<file path="src/rtl/riscv_core_wb_arb.sv">
// riscv_core_wb_arb: merges pipeline and long-latency (M-unit) results onto the RF write port. It also keeps a pending-register busy mask.
// Latency: a pipe write appears 1 cycle after the request. An LU result takes 2 cycles through the FIFO, or 1 cycle when RISCV_WB_BYPASS_EN is defined and the FIFO is empty.
// Backpressure: the pipe is never stalled. o_wb_lu_ready is low while the LU FIFO is full or while reset is high.
module riscv_core_wb_arb #(
  parameter int XLEN  = 64,
  parameter int DEPTH = 2
) (
  input  logic            i_wb_clk,
  input  logic            i_wb_rst,
  input  logic            i_wb_pipe_we,
  input  logic [4:0]      i_wb_pipe_rd,
  input  logic [XLEN-1:0] i_wb_pipe_data,
  input  logic            i_wb_lu_valid,
  input  logic [4:0]      i_wb_lu_rd,
  input  logic [XLEN-1:0] i_wb_lu_data,
  output logic            o_wb_lu_ready,
  input  logic            i_wb_issue,
  input  logic [4:0]      i_wb_issue_rd,
  output logic [31:0]     o_wb_busy,
  output logic            o_wb_rf_we,
  output logic [4:0]      o_wb_rf_a,
  output logic [XLEN-1:0] o_wb_rf_wd
);

  localparam int PTR_W = (DEPTH > 1) ? $clog2(DEPTH) : 1;
  localparam int CNT_W = $clog2(DEPTH + 1);

  typedef struct packed {
    logic [4:0]      rd;
    logic [XLEN-1:0] data;
  } lu_ent_t;

  lu_ent_t          fifo_mem [DEPTH];
  logic [PTR_W-1:0] wr_ptr;
  logic [PTR_W-1:0] rd_ptr;
  logic [CNT_W-1:0] count;
  logic [31:0]      busy_q;
  logic [31:0]      set_mask;
  logic [31:0]      clr_mask;
  lu_ent_t          head;
  lu_ent_t          lu_in;
  logic             full;
  logic             empty;
  logic             pipe_act;
  logic             lu_xfer;
  logic             lu_keep;
  logic             bypass;
  logic             push;
  logic             pop;

  // A pipe write to x0 is a no-op, so it must not block the port.
  assign pipe_act      = i_wb_pipe_we && (i_wb_pipe_rd != 5'd0);
  assign full          = (count == CNT_W'(DEPTH));
  assign empty         = (count == '0);
  assign o_wb_lu_ready = !i_wb_rst && !full;
  assign lu_xfer       = i_wb_lu_valid && o_wb_lu_ready;
  // An LU result aimed at x0 completes the handshake but is thrown away.
  assign lu_keep       = lu_xfer && (i_wb_lu_rd != 5'd0);
  assign lu_in         = {i_wb_lu_rd, i_wb_lu_data};
  assign head          = fifo_mem[rd_ptr];

`ifdef RISCV_WB_BYPASS_EN
  // An empty FIFO with an idle port lets a fresh LU result go straight to the output register.
  assign bypass = lu_keep && empty && !pipe_act;
`else
  assign bypass = 1'b0;
`endif

  assign push = lu_keep && !bypass;
  assign pop  = !pipe_act && !empty;

  // FIFO storage. Stale entries are harmless because the pointers and the count define validity.
  always_ff @(posedge i_wb_clk) begin
    if (push) begin
      fifo_mem[wr_ptr] <= lu_in;
    end
  end

  // FIFO pointers and occupancy. DEPTH is a power of two, so the pointers wrap naturally.
  always_ff @(posedge i_wb_clk) begin
    if (i_wb_rst) begin
      wr_ptr <= '0;
      rd_ptr <= '0;
      count  <= '0;
    end else begin
      if (push) begin
        wr_ptr <= wr_ptr + PTR_W'(1);
      end
      if (pop) begin
        rd_ptr <= rd_ptr + PTR_W'(1);
      end
      if (push && !pop) begin
        count <= count + CNT_W'(1);
      end else if (pop && !push) begin
        count <= count - CNT_W'(1);
      end
    end
  end

  // Registered RF write port. The pipe has priority, then the FIFO head, then a bypassed LU result.
  always_ff @(posedge i_wb_clk) begin
    if (i_wb_rst) begin
      o_wb_rf_we <= 1'b0;
      o_wb_rf_a  <= 5'd0;
      o_wb_rf_wd <= '0;
    end else if (pipe_act) begin
      o_wb_rf_we <= 1'b1;
      o_wb_rf_a  <= i_wb_pipe_rd;
      o_wb_rf_wd <= i_wb_pipe_data;
    end else if (pop) begin
      o_wb_rf_we <= 1'b1;
      o_wb_rf_a  <= head.rd;
      o_wb_rf_wd <= head.data;
    end else if (bypass) begin
      o_wb_rf_we <= 1'b1;
      o_wb_rf_a  <= i_wb_lu_rd;
      o_wb_rf_wd <= i_wb_lu_data;
    end else begin
      o_wb_rf_we <= 1'b0;
    end
  end

  // Busy bit updates. A new issue sets its bit, and an LU-sourced write into the output register clears its bit.
  always_comb begin
    set_mask = '0;
    clr_mask = '0;
    if (i_wb_issue && (i_wb_issue_rd != 5'd0)) begin
      set_mask[i_wb_issue_rd] = 1'b1;
    end
    if (pop) begin
      clr_mask[head.rd] = 1'b1;
    end else if (bypass) begin
      clr_mask[i_wb_lu_rd] = 1'b1;
    end
  end

  // Busy mask register. The set is applied after the clear, so a re-issue of the same register wins.
  always_ff @(posedge i_wb_clk) begin
    if (i_wb_rst) begin
      busy_q <= '0;
    end else begin
      busy_q <= ((busy_q & ~clr_mask) | set_mask) & ~32'd1;
    end
  end

  assign o_wb_busy = busy_q;

endmodule

</file>
<file path="config.mk">
export PLATFORM = sky130hd
export DESIGN_NAME = riscv_core_wb_arb
export DESIGN_NICKNAME = d
export VERILOG_FILES = /design/src/rtl/riscv_core_wb_arb.sv
export SDC_FILE = /design/constraint.sdc
export NUM_CORES = 1
export LEC_CHECK = 0
export CAP_MARGIN = 20
export CORE_UTILIZATION = 49
export CTS_BUF_LIST = sky130_fd_sc_hd__clkbuf_16
export DETAILED_ROUTE_END_ITERATION = 10
export GPL_TIMING_DRIVEN = 0
export PLACE_DENSITY_LB_ADDON = 0.15
export SYNTH_ARGS = -nofsm -noshare
export SYNTH_HDL_FRONTEND = slang
export SYNTH_SLANG_ARGS = --single-unit
</file>
<file path="constraint.sdc">
create_clock -name i_wb_clk -period 3.76 [get_ports i_wb_clk]
set_input_delay 0.752 -clock i_wb_clk [delete_from_list [all_inputs] [get_ports i_wb_clk]]
set_output_delay 0.752 -clock i_wb_clk [all_outputs]
set_load 0.01 [all_outputs]
</file>
# After elaboration in Yosys (flattened, before gate mapping)

Memory sizes are Yosys's and may differ from the RTL's. A register that Yosys moved wholly into a read port is not among the register bits.
Index checks and enable logic that the tools add are counted.

Add/subtract/negate cells: 4
Order comparisons: 4
Equality and inequality tests: 1
Mux-type cells: 18
Bitwise operators: 3
Reduce and logical (&&, ||, !) cells: 22

Operators with widths:

| kind                | number |
|---|---|
| $mux 64             | 2 |
| $mux 32             | 2 |
| $and 32x32->32      | 1 |
| $not 32->32         | 1 |
| $or 32x32->32       | 1 |
| $reduce_bool 5->1   | 3 |
| $lt 5x6->1 const B  | 2 |
| $demux 1 s5         | 2 |
| $ge 5x1->1 const B  | 2 |
| $logic_and 1x1->1   | 10 |
| $mux 5              | 2 |
| $mux 1              | 8 |
| $logic_not 1->1     | 6 |
| $mux 2              | 2 |
| $reduce_bool 2->1   | 2 |
| $add 1x1->1 const B | 2 |
| $add 2x1->2 const B | 1 |
| $eq 2x2->1 const B  | 1 |
| $logic_not 2->1     | 1 |
| $sub 2x1->2 const B | 1 |

Bits in registers: 106
Bits in writable memories: 138
Input port bits: 148
Output and inout bits: 103
Logic and storage cells: 61
Memories kept: 1

Memory list:

| memory   | depth | bits a word | read ports | clocked after memory_dff | write ports | RTL line | RTL |
|---|---|---|---|---|---|---|---|
| fifo_mem | 2     | 69          | 1          | 1                        | 1           | 33       | `lu_ent_t fifo_mem [DEPTH];` |

# Longest topological paths before layout

Gate-level depths: netlist of run 1.

Depth in word-level cells: 9
Mapped depth: 9
Depth with buffers taken out: 7

# Worst setup path after synthesis of run 1

OpenSTA, ideal clock, no wires.

Kind: input port to flip-flop
Start: in i_wb_rst
End: mem fifo_mem[1][0] (netlist bit) (enable)
Setup time: 0.435 ns
Arrival: 3.078 ns
Required time: 3.325 ns
Setup slack: 0.247 ns
Cell stages on the path: 4
Buffers on the path: 1
Cell sequence: clkbuf_1 -> a21oi_1 -> and3_1 -> and2_1

Cells in the longest elaborated chain, start to end: 6

Ends and longest elaborated chain:

| what                         | RTL line | RTL |
|---|---|---|
| start: declaration           | 9        | `input logic i_wb_rst,` |
| $logic_not 1->1              | 55       | `assign o_wb_lu_ready = !i_wb_rst && !full;` |
| $logic_and 1x1->1            | 55       |  |
| named net o_wb_lu_ready      | 16       | `output logic o_wb_lu_ready,` |
| $logic_and 1x1->1            | 56       | `assign lu_xfer = i_wb_lu_valid && o_wb_lu_ready;` |
| $logic_and 1x1->1            | 58       | `assign lu_keep = lu_xfer && (i_wb_lu_rd != 5'd0);` |
| $mux 1                       | 74       | `if (push) begin` |
| $mux 1 (implied by the code) | 75       | `fifo_mem[wr_ptr] <= lu_in;` |
| end: declaration             | 33       |  |

The timed path passes the listed nets, and every way through them passes these cells.

# Worst setup path in the final report of run 1

Start: in i_wb_pipe_rd[3]
End: reg count[1]

Cells in the longest elaborated chain, start to end: 7
Elaborated cells between the ends (all ways): 9
Those cells by class: 1 x mux; 8 x reduce/logical

Ends and longest elaborated chain:

| what                                        | RTL line | RTL |
|---|---|---|
| start: declaration                          | 11       | `input logic [4:0] i_wb_pipe_rd,` |
| $reduce_bool 5->1 (*)                       | 52       | `assign pipe_act = i_wb_pipe_we && (i_wb_pipe_rd != 5'd0);` |
| $logic_and 1x1->1 (*)                       | 52       |  |
| $logic_not 1->1 (*)                         | 70       | `assign pop = !pipe_act && !empty;` |
| $logic_and 1x1->1 (*)                       | 70       |  |
| $logic_not 1->1                             | 92       | `if (push && !pop) begin` |
| $logic_and 1x1->1                           | 92       |  |
| $mux 2 or $reduce_bool 2->1 (tied branches) | -        |  |
| end signal: assignment                      | 93       | `count <= count + CNT_W'(1);` |
| end signal: assignment                      | 95       | `count <= count - CNT_W'(1);` |
| end: declaration                            | 36       | `logic [CNT_W-1:0] count;` |

Mark *: on every way between the ends. The rest lies on a longest branch, timed or not.
A chain may end at the register's enable or synchronous reset.

==> flow_results.xml, run 1 <==
<?xml version="1.0" encoding="UTF-8"?>
<metrics>
  <group name="status">
    <metric name="run_status" unit="">complete, no violations</metric>
  </group>
  <group name="clocking">
    <metric name="hold_buffers" unit="">0</metric>
    <metric name="cts_buffers" unit="">25</metric>
    <metric name="cts.sink_count" unit="">244</metric>
    <metric name="clk_pin_slew" unit="ns">0.07</metric>
    <metric name="cts_tree" unit="">yes</metric>
    <metric name="clock_tree.root_cell" unit="">clkbuf_16</metric>
    <metric name="htree_num_levels" unit="">1</metric>
    <metric name="post_cts_resized" unit="">0</metric>
    <metric name="cts_post_setup_buffers_inserted" unit="">0</metric>
    <metric name="cts-root-to-sink-buffers" unit="">3</metric>
    <metric name="insertion_delay" unit="ns">0.51</metric>
  </group>
  <group name="timing">
    <metric name="finalSetupTns" unit="ns">0</metric>
    <metric name="timing.final.crit_period" unit="ns">2.98</metric>
    <metric name="max_clock_freq" unit="GHz">0.336</metric>
    <metric name="report.final.slew_viol_count" unit="">0</metric>
    <metric name="tightest_slew" unit="ns">0.856</metric>
    <metric name="timing.slew.headroom" unit="">0.425</metric>
    <metric name="post-route-period-util" unit="">0.792</metric>
    <metric name="fin_skew" unit="ns">0.0136</metric>
    <metric name="finalHoldWorstSlack" unit="ns">0.518</metric>
    <metric name="finalHoldViolCount" unit="">0</metric>
    <metric name="setup_repair_after_global_routing_missed_its_margin" unit="">false</metric>
    <metric name="finalSetupViolCount" unit="">0</metric>
    <metric name="setup_ws" unit="ns">0.781</metric>
  </group>
  <group name="setup_path">
    <metric name="critical_path_peak_fanout" unit="">10</metric>
    <metric name="path_buf_inv" unit="">2</metric>
    <metric name="worstSetupPathType" unit="">in2reg</metric>
    <metric name="cp.arrival" unit="ns">3.42</metric>
    <metric name="critical_path.startpoint_type" unit="">input port</metric>
    <metric name="setup.worst_path.end_class" unit="">register</metric>
    <metric name="cp-startpoint" unit="">i_wb_pipe_rd[3]</metric>
    <metric name="worstSetupPathDepth" unit="">8</metric>
    <metric name="slowest_delay" unit="ns">0.55</metric>
    <metric name="regToRegStartpoint" unit="">count[0]$_SDFFE_PP0P_</metric>
    <metric name="data_required_time_at_the_worst_endpoint" unit="ns">4.20</metric>
    <metric name="critical_path.cell_chain" unit="">clkdlybuf4s50_1, or4_4, o21ai_2, buf_2, nand2_1, ha_1, or3_1, a21oi_1</metric>
    <metric name="crit_path_top_delay_cell" unit="">or4_4</metric>
    <metric name="ff2ff_path_depth" unit="">8</metric>
    <metric name="worst_path_dominant_cell_family" unit="">simple AND/OR/NAND/NOR gates</metric>
  </group>
  <group name="placed_design">
    <metric name="io_buffer_count" unit="">247</metric>
    <metric name="dp.cells" unit="">1315</metric>
    <metric name="detailed_place_hpwl" unit="mm">17.2</metric>
    <metric name="placed_area" unit="µm²">12400</metric>
    <metric name="gpl_congestion" unit="">0.884</metric>
    <metric name="dpl_worst_slack" unit="ns">0.241</metric>
  </group>
  <group name="grt">
    <metric name="grt_first_pass_wirelength" unit="mm">38.1</metric>
    <metric name="grt_start_max_net_pins" unit="">59</metric>
    <metric name="global_route.overflow_total" unit="">0</metric>
    <metric name="grt_antenna_before_repair" unit="">1</metric>
    <metric name="grt_util_all_layers" unit="">0.246</metric>
    <metric name="vias_in_the_first_global_route" unit="">7183</metric>
  </group>
  <group name="yosys">
    <metric name="synthAdderAreaFrac" unit="">0.00131</metric>
    <metric name="syn_area_per_cell" unit="µm²">11.8</metric>
    <metric name="synth_cells" unit="">806</metric>
    <metric name="syn-num-nets" unit="">955</metric>
    <metric name="dominantRegCellSynth" unit="">edfxtp_1</metric>
    <metric name="synth_seq_area_share" unit="">0.657</metric>
    <metric name="compound_gate_fraction_of_synth_area" unit="">0.143</metric>
    <metric name="synth_edf_count" unit="">138</metric>
    <metric name="mapped_cell_area" unit="µm²">9540</metric>
    <metric name="ys_seq_elements" unit="">244</metric>
    <metric name="synth_mux_area_frac" unit="">0.0748</metric>
    <metric name="synthSimpleGateAreaFrac" unit="">0.0945</metric>
    <metric name="synth_warnings" unit="">0</metric>
    <metric name="ys_types" unit="">33</metric>
    <metric name="async_flop_share" unit="">0</metric>
    <metric name="yosys.area_share.xor_xnor" unit="">0.00184</metric>
    <metric name="synth_top_family_by_area" unit="">compound AO/OA/AOI/OAI gates</metric>
  </group>
  <group name="detailed_routing">
    <metric name="detail_route.first_pass.iterations" unit="">5</metric>
    <metric name="route.final.wire_length" unit="mm">24.8</metric>
    <metric name="wl_met2" unit="mm">11.7</metric>
    <metric name="route.detailed.vias_per_inst" unit="">5.44</metric>
    <metric name="highest_routed_metal_layer" unit="">met5</metric>
    <metric name="wl_met3" unit="mm">1.88</metric>
    <metric name="drcViolationCount" unit="">0</metric>
    <metric name="count_of_routing_violations_after_the_opening_detailed_route_iteration" unit="">355</metric>
    <metric name="wl_per_cell" unit="µm">18.2</metric>
    <metric name="route.vias.total" unit="">7401</metric>
    <metric name="route.antenna.remaining_nets" unit="">0</metric>
    <metric name="wirelength_met1" unit="mm">10.4</metric>
  </group>
  <group name="final_layout">
    <metric name="layout.core_utilization" unit="">0.695</metric>
    <metric name="drive_above_1_share" unit="">0.0618</metric>
    <metric name="multiInputGateArea" unit="µm²">3010</metric>
    <metric name="num-nets-final" unit="">1231</metric>
    <metric name="sequential_cell_area" unit="µm²">6270</metric>
    <metric name="final_cells" unit="">1361</metric>
    <metric name="fillers" unit="">1403</metric>
    <metric name="final_design_area_no_fill" unit="µm²">13100</metric>
    <metric name="synthToLayoutAreaGrowth" unit="%">37.7</metric>
  </group>
  <group name="die">
    <metric name="initial_core_util" unit="">0.505</metric>
    <metric name="chipWidth" unit="µm">142</metric>
    <metric name="die-area" unit="µm²">20000</metric>
    <metric name="floorplan.rows" unit="">50</metric>
    <metric name="chipHeight" unit="µm">142</metric>
    <metric name="core-area" unit="µm²">18900</metric>
    <metric name="io-pin-count" unit="">251</metric>
  </group>
  <group name="power">
    <metric name="report.power.total" unit="mW">7.76</metric>
    <metric name="p_leak" unit="nW">4.37</metric>
    <metric name="vdd_ir_drop_max" unit="V">0.000425</metric>
    <metric name="power.density_cell_area" unit="nW/µm²">591</metric>
  </group>
  <group name="min_path">
    <metric name="hold_path_startpoint" unit="">o_wb_busy[15]$_SDFF_PP0_</metric>
    <metric name="hold_depth" unit="">2</metric>
    <metric name="type_of_the_tightest_min_delay_check" unit="">reg2reg</metric>
  </group>
  <group name="job">
    <metric name="max-cap-violations" unit="">0</metric>
  </group>
</metrics>
## per-layer routing
metal,vias up,GRT usage
met4,2,0.0860
met2,295,0.406
met3,57,0.0550
met5,-,0
met1,3512,0.321
li1,3535,-
## cell usage after synthesis, types with 2 or more instances
master      n  share of area
nand2b_1    4         0.0026
nor3_4      2         0.0034
edfxtp_1  138           0.43
o21ai_0     2         0.0010
and2_1      2         0.0013
a21oi_1   106          0.056
xor2_1      2         0.0018
buf_1       4         0.0016
o211ai_1   69          0.054
dfxtp_1   106           0.22
inv_1       3         0.0012
or3_1       2         0.0013
nor2b_1     2         0.0013
nor2_1     16         0.0063
mux2_2      2         0.0024
clkbuf_1   34          0.013
buf_2      20          0.010
nand2_1   175          0.069
nor3_1      5         0.0026
mux2i_1    69          0.072
a311oi_1   31          0.028
## final timing paths
path	slack, ns	to
max	0.78	count[1]$_SDFFE_PP0P_
min	0.52	o_wb_busy[15]$_SDFF_PP0_
max reg2reg	1.12	count[1]$_SDFFE_PP0P_
min reg2reg	0.52	o_wb_busy[15]$_SDFF_PP0_
## worst min-delay path: cells and delay by family, from the launching register on
| family | cells | cell delay (ns) |
|---|---|---|
| compound gates | 2 | 0.16 |
| flops | 1 | 0.31 |
## power breakdown
part           switching (mW)  internal (mW)
clock                   0.968           1.27
combinational            1.27          0.974
sequential              0.136           3.14
total                    2.38           5.38
## state kept, by name, summed over array words and instances (netlist names), named ones only
name	count
fifo_mem	138
o_wb_rf_wd	64
o_wb_busy	31
o_wb_rf_a	5
count	2
o_wb_rf_we	1
rd_ptr	1
wr_ptr	1
## cell families after synthesis
kind of cell	after synthesis
and+or+nand+nor	214
DFF	244
other	1
AOI/OAI and AO/OA	211
buffers and inverters	62
xor gates and xnor gates	2
adders and majority gates	1
muxes	71
## layout by cell type, fill, tap and decap left out, drive strengths merged, types with 2 or more instances in the layout
cell type / netlist / final
clkbuf: 34 / 59
clkdlybuf4s50: 0 / 247
or3: 2 / 2
buf: 25 / 27
nor2: 16 / 16
mux2: 2 / 2
a21oi: 106 / 106
xor2: 2 / 2
nand2b: 4 / 4
nor3: 7 / 7
nor2b: 2 / 2
inv: 3 / 8
o21ai: 3 / 3
dfxtp: 106 / 106
a311oi: 31 / 31
mux2i: 69 / 69
nand2: 175 / 175
and2: 2 / 2
o211ai: 69 / 69
edfxtp: 138 / 138
clkinv: 0 / 14
## layout make-up
| class | count | share of cell area |
|---|---|---|
| Buffer | 59 | 0.0191 |
| Multi-Input combinational cell | 500 | 0.229 |
| Inverter | 3 | 0.00105 |
| Sequential cell | 244 | 0.477 |
| Antenna cell | 1 | 0.000191 |
| Timing Repair Buffer | 249 | 0.192 |
| Clock inverter | 20 | 0.00829 |
| Tap cell | 260 | 0.0248 |
| Clock buffer | 25 | 0.0476 |
No activity file was read; power rests on OpenSTA's default activity.
==> inputs of run 2 (changes only) <==
==> constraint.sdc (replaced) <==
create_clock -name i_wb_clk -period 2.8 [get_ports i_wb_clk]
set_input_delay 0.56 -clock i_wb_clk [delete_from_list [all_inputs] [get_ports i_wb_clk]]
set_output_delay 0.56 -clock i_wb_clk [all_outputs]
set_load 0.01 [all_outputs]
==> flow_results.xml, run 2 (synthesis results as in run 1) <==
<?xml version="1.0" encoding="UTF-8"?>
<metrics>
  <group name="final_layout">
    <metric name="largest_reg_flops" unit="">138</metric>
    <metric name="drive_above_1_share" unit="">0.0654</metric>
    <metric name="fillers" unit="">1469</metric>
    <metric name="final_cells" unit="">1362</metric>
    <metric name="final_cell_mix" unit="">clkdlybuf4s50_1, nand2_1, edfxtp_1</metric>
    <metric name="multiInputGateArea" unit="µm²">3020</metric>
    <metric name="synthToLayoutAreaGrowth" unit="%">38.1</metric>
    <metric name="num-nets-final" unit="">1232</metric>
    <metric name="registers.top_by_ff_count" unit="">fifo_mem</metric>
    <metric name="layout.core_utilization" unit="">0.697</metric>
    <metric name="sequential_cell_area" unit="µm²">6270</metric>
    <metric name="mostFrequentLayoutCell" unit="">clkdlybuf4s50_1</metric>
  </group>
  <group name="power">
    <metric name="p_leak" unit="nW">4.38</metric>
    <metric name="vdd_ir_drop_max" unit="V">0.000541</metric>
    <metric name="report.power.total" unit="mW">10.4</metric>
    <metric name="power.density_cell_area" unit="nW/µm²">793</metric>
  </group>
  <group name="timing">
    <metric name="timing.slew.headroom" unit="">0.446</metric>
    <metric name="report.final.slew_viol_count" unit="">0</metric>
    <metric name="max_clock_freq" unit="GHz">0.377</metric>
    <metric name="timing.final.crit_period" unit="ns">2.65</metric>
    <metric name="tightest_slew" unit="ns">0.824</metric>
    <metric name="post-route-period-util" unit="">0.947</metric>
    <metric name="finalSetupViolCount" unit="">0</metric>
    <metric name="setup_repair_after_global_routing_missed_its_margin" unit="">false</metric>
    <metric name="fin_skew" unit="ns">0.0106</metric>
    <metric name="setup_ws" unit="ns">0.149</metric>
    <metric name="finalHoldViolCount" unit="">0</metric>
  </group>
  <group name="clocking">
    <metric name="insertion_delay" unit="ns">0.51</metric>
    <metric name="clk_pin_slew" unit="ns">0.06</metric>
    <metric name="cts.sink_count" unit="">244</metric>
    <metric name="cts_tree" unit="">yes</metric>
    <metric name="cts_buffers" unit="">25</metric>
    <metric name="cts-root-to-sink-buffers" unit="">3</metric>
    <metric name="htree_num_levels" unit="">1</metric>
    <metric name="hold_buffers" unit="">0</metric>
    <metric name="clock_tree.root_cell" unit="">clkbuf_16</metric>
  </group>
  <group name="setup_path">
    <metric name="critical_path_peak_fanout" unit="">10</metric>
    <metric name="cp.arrival" unit="ns">3.08</metric>
    <metric name="worstSetupPathType" unit="">in2reg</metric>
    <metric name="critical_path.cell_chain" unit="">clkdlybuf4s50_1, or4_4, o21ai_4, buf_2, nand2_1, ha_1, or3_1, a21oi_1</metric>
    <metric name="setup.worst_path.end_class" unit="">register</metric>
    <metric name="data_required_time_at_the_worst_endpoint" unit="ns">3.23</metric>
    <metric name="critical_path.startpoint_type" unit="">input port</metric>
    <metric name="slowest_delay" unit="ns">0.57</metric>
    <metric name="crit_path_top_delay_cell" unit="">or4_4</metric>
  </group>
  <group name="die">
    <metric name="chipWidth" unit="µm">142</metric>
    <metric name="floorplan.rows" unit="">50</metric>
    <metric name="io-pin-count" unit="">251</metric>
    <metric name="chipHeight" unit="µm">142</metric>
    <metric name="core-area" unit="µm²">18900</metric>
    <metric name="initial_core_util" unit="">0.505</metric>
    <metric name="die-area" unit="µm²">20000</metric>
  </group>
  <group name="detailed_routing">
    <metric name="route.detailed.vias_per_inst" unit="">5.34</metric>
    <metric name="wl_per_cell" unit="µm">18.1</metric>
    <metric name="route.final.wire_length" unit="mm">24.6</metric>
    <metric name="drcViolationCount" unit="">0</metric>
    <metric name="count_of_routing_violations_after_the_opening_detailed_route_iteration" unit="">343</metric>
    <metric name="route.antenna.remaining_nets" unit="">0</metric>
    <metric name="route.vias.total" unit="">7273</metric>
    <metric name="detail_route.first_pass.iterations" unit="">5</metric>
  </group>
  <group name="grt">
    <metric name="grt_antenna_before_repair" unit="">3</metric>
    <metric name="global_route.overflow_total" unit="">0</metric>
    <metric name="vias_in_the_first_global_route" unit="">7300</metric>
    <metric name="grt_first_pass_wirelength" unit="mm">38.2</metric>
    <metric name="grt_util_all_layers" unit="">0.247</metric>
    <metric name="grt_start_max_net_pins" unit="">50</metric>
  </group>
  <group name="min_path">
    <metric name="type_of_the_tightest_min_delay_check" unit="">in2reg</metric>
  </group>
  <group name="placed_design">
    <metric name="dpl_worst_slack" unit="ns">-0.499</metric>
    <metric name="dp.cells" unit="">1316</metric>
    <metric name="detailed_place_hpwl" unit="mm">17.7</metric>
    <metric name="gpl_congestion" unit="">0.880</metric>
    <metric name="io_buffer_count" unit="">247</metric>
  </group>
  <group name="job">
    <metric name="max-cap-violations" unit="">0</metric>
  </group>
  <group name="status">
    <metric name="run_status" unit="">complete, no violations</metric>
  </group>
</metrics>
run 2: critical path: cells and delay by family:
family          cells  cell delay, ns
simple gates        3            1.00
buf+inv             2            0.71
compound gates      2            0.46
fa+ha+maj           1            0.35
run 2: timing repair:
item	4_1_cts	5_1_grt
endpoints found under the hold margin	0	0
gates resized for setup	0	1
setup endpoints to repair	0	1
buffers inserted	0	0
run 2: layer usage:
| layer | vias to the layer above | wire [µm] | track usage |
|---|---|---|---|
| met4 | 4 | 682 | 0.0815 |
| met3 | 49 | 1760 | 0.0570 |
| li1 | 3528 | - | - |
| met5 | - | 27 | 0 |
| met1 | 3445 | 10000 | 0.303 |
| met2 | 247 | 12200 | 0.429 |
run 2: metrics by stage:
stage	TNS, ns	cell area (µm²)	hold slack, ns
CTS	0	13200	0.400
detailed placement	-1.58	12400	0.507
global placement	-84.07	12300	0.490
floorplan	0	9540	0.480
global route	0	13200	0.457
finish	0	13200	0.445
run 2: power breakdown:
| part | internal, mW | switching (mW) |
|---|---|---|
| logic | 1.32 | 1.70 |
| registers | 4.22 | 0.179 |
| clock network | 1.71 | 1.32 |
run 2: final timing paths:
kind / from / to / slack, ns / cells after the start
worst max-delay path: i_wb_pipe_rd[3] / count[1]$_SDFFE_PP0P_ / 0.15 / 8
worst min-delay path: i_wb_pipe_we / o_wb_rf_a[3]$_SDFFE_PP0P_ / 0.44 / 3
worst max register to register: count[0]$_SDFFE_PP0P_ / count[1]$_SDFFE_PP0P_ / 0.17 / 8
worst min register to register: count[1]$_SDFFE_PP0P_ / count[1]$_SDFFE_PP0P_ / 0.51 / 2
run 2: final cells by class:
cell class	instances	area share
Antenna cell	1	0.000190
Buffer	59	0.0190
Clock buffer	25	0.0475
Clock inverter	20	0.00912
Inverter	3	0.00114
Multi-Input combinational cell	500	0.229
Sequential cell	244	0.476
Tap cell	260	0.0247
Timing Repair Buffer	250	0.193
==> inputs of run 3 (changes only) <==
--- a/config.mk
+++ b/config.mk
@@ -5,6 +5,7 @@
 export SDC_FILE = /design/constraint.sdc
 export NUM_CORES = 1
 export LEC_CHECK = 0
+export ABC_CLOCK_PERIOD_IN_PS = 2800
 export CAP_MARGIN = 20
 export CORE_UTILIZATION = 49
 export CTS_BUF_LIST = sky130_fd_sc_hd__clkbuf_16
==> results of run 3 <==
The final DEF is identical to that of run 2; final timing and power are the same.
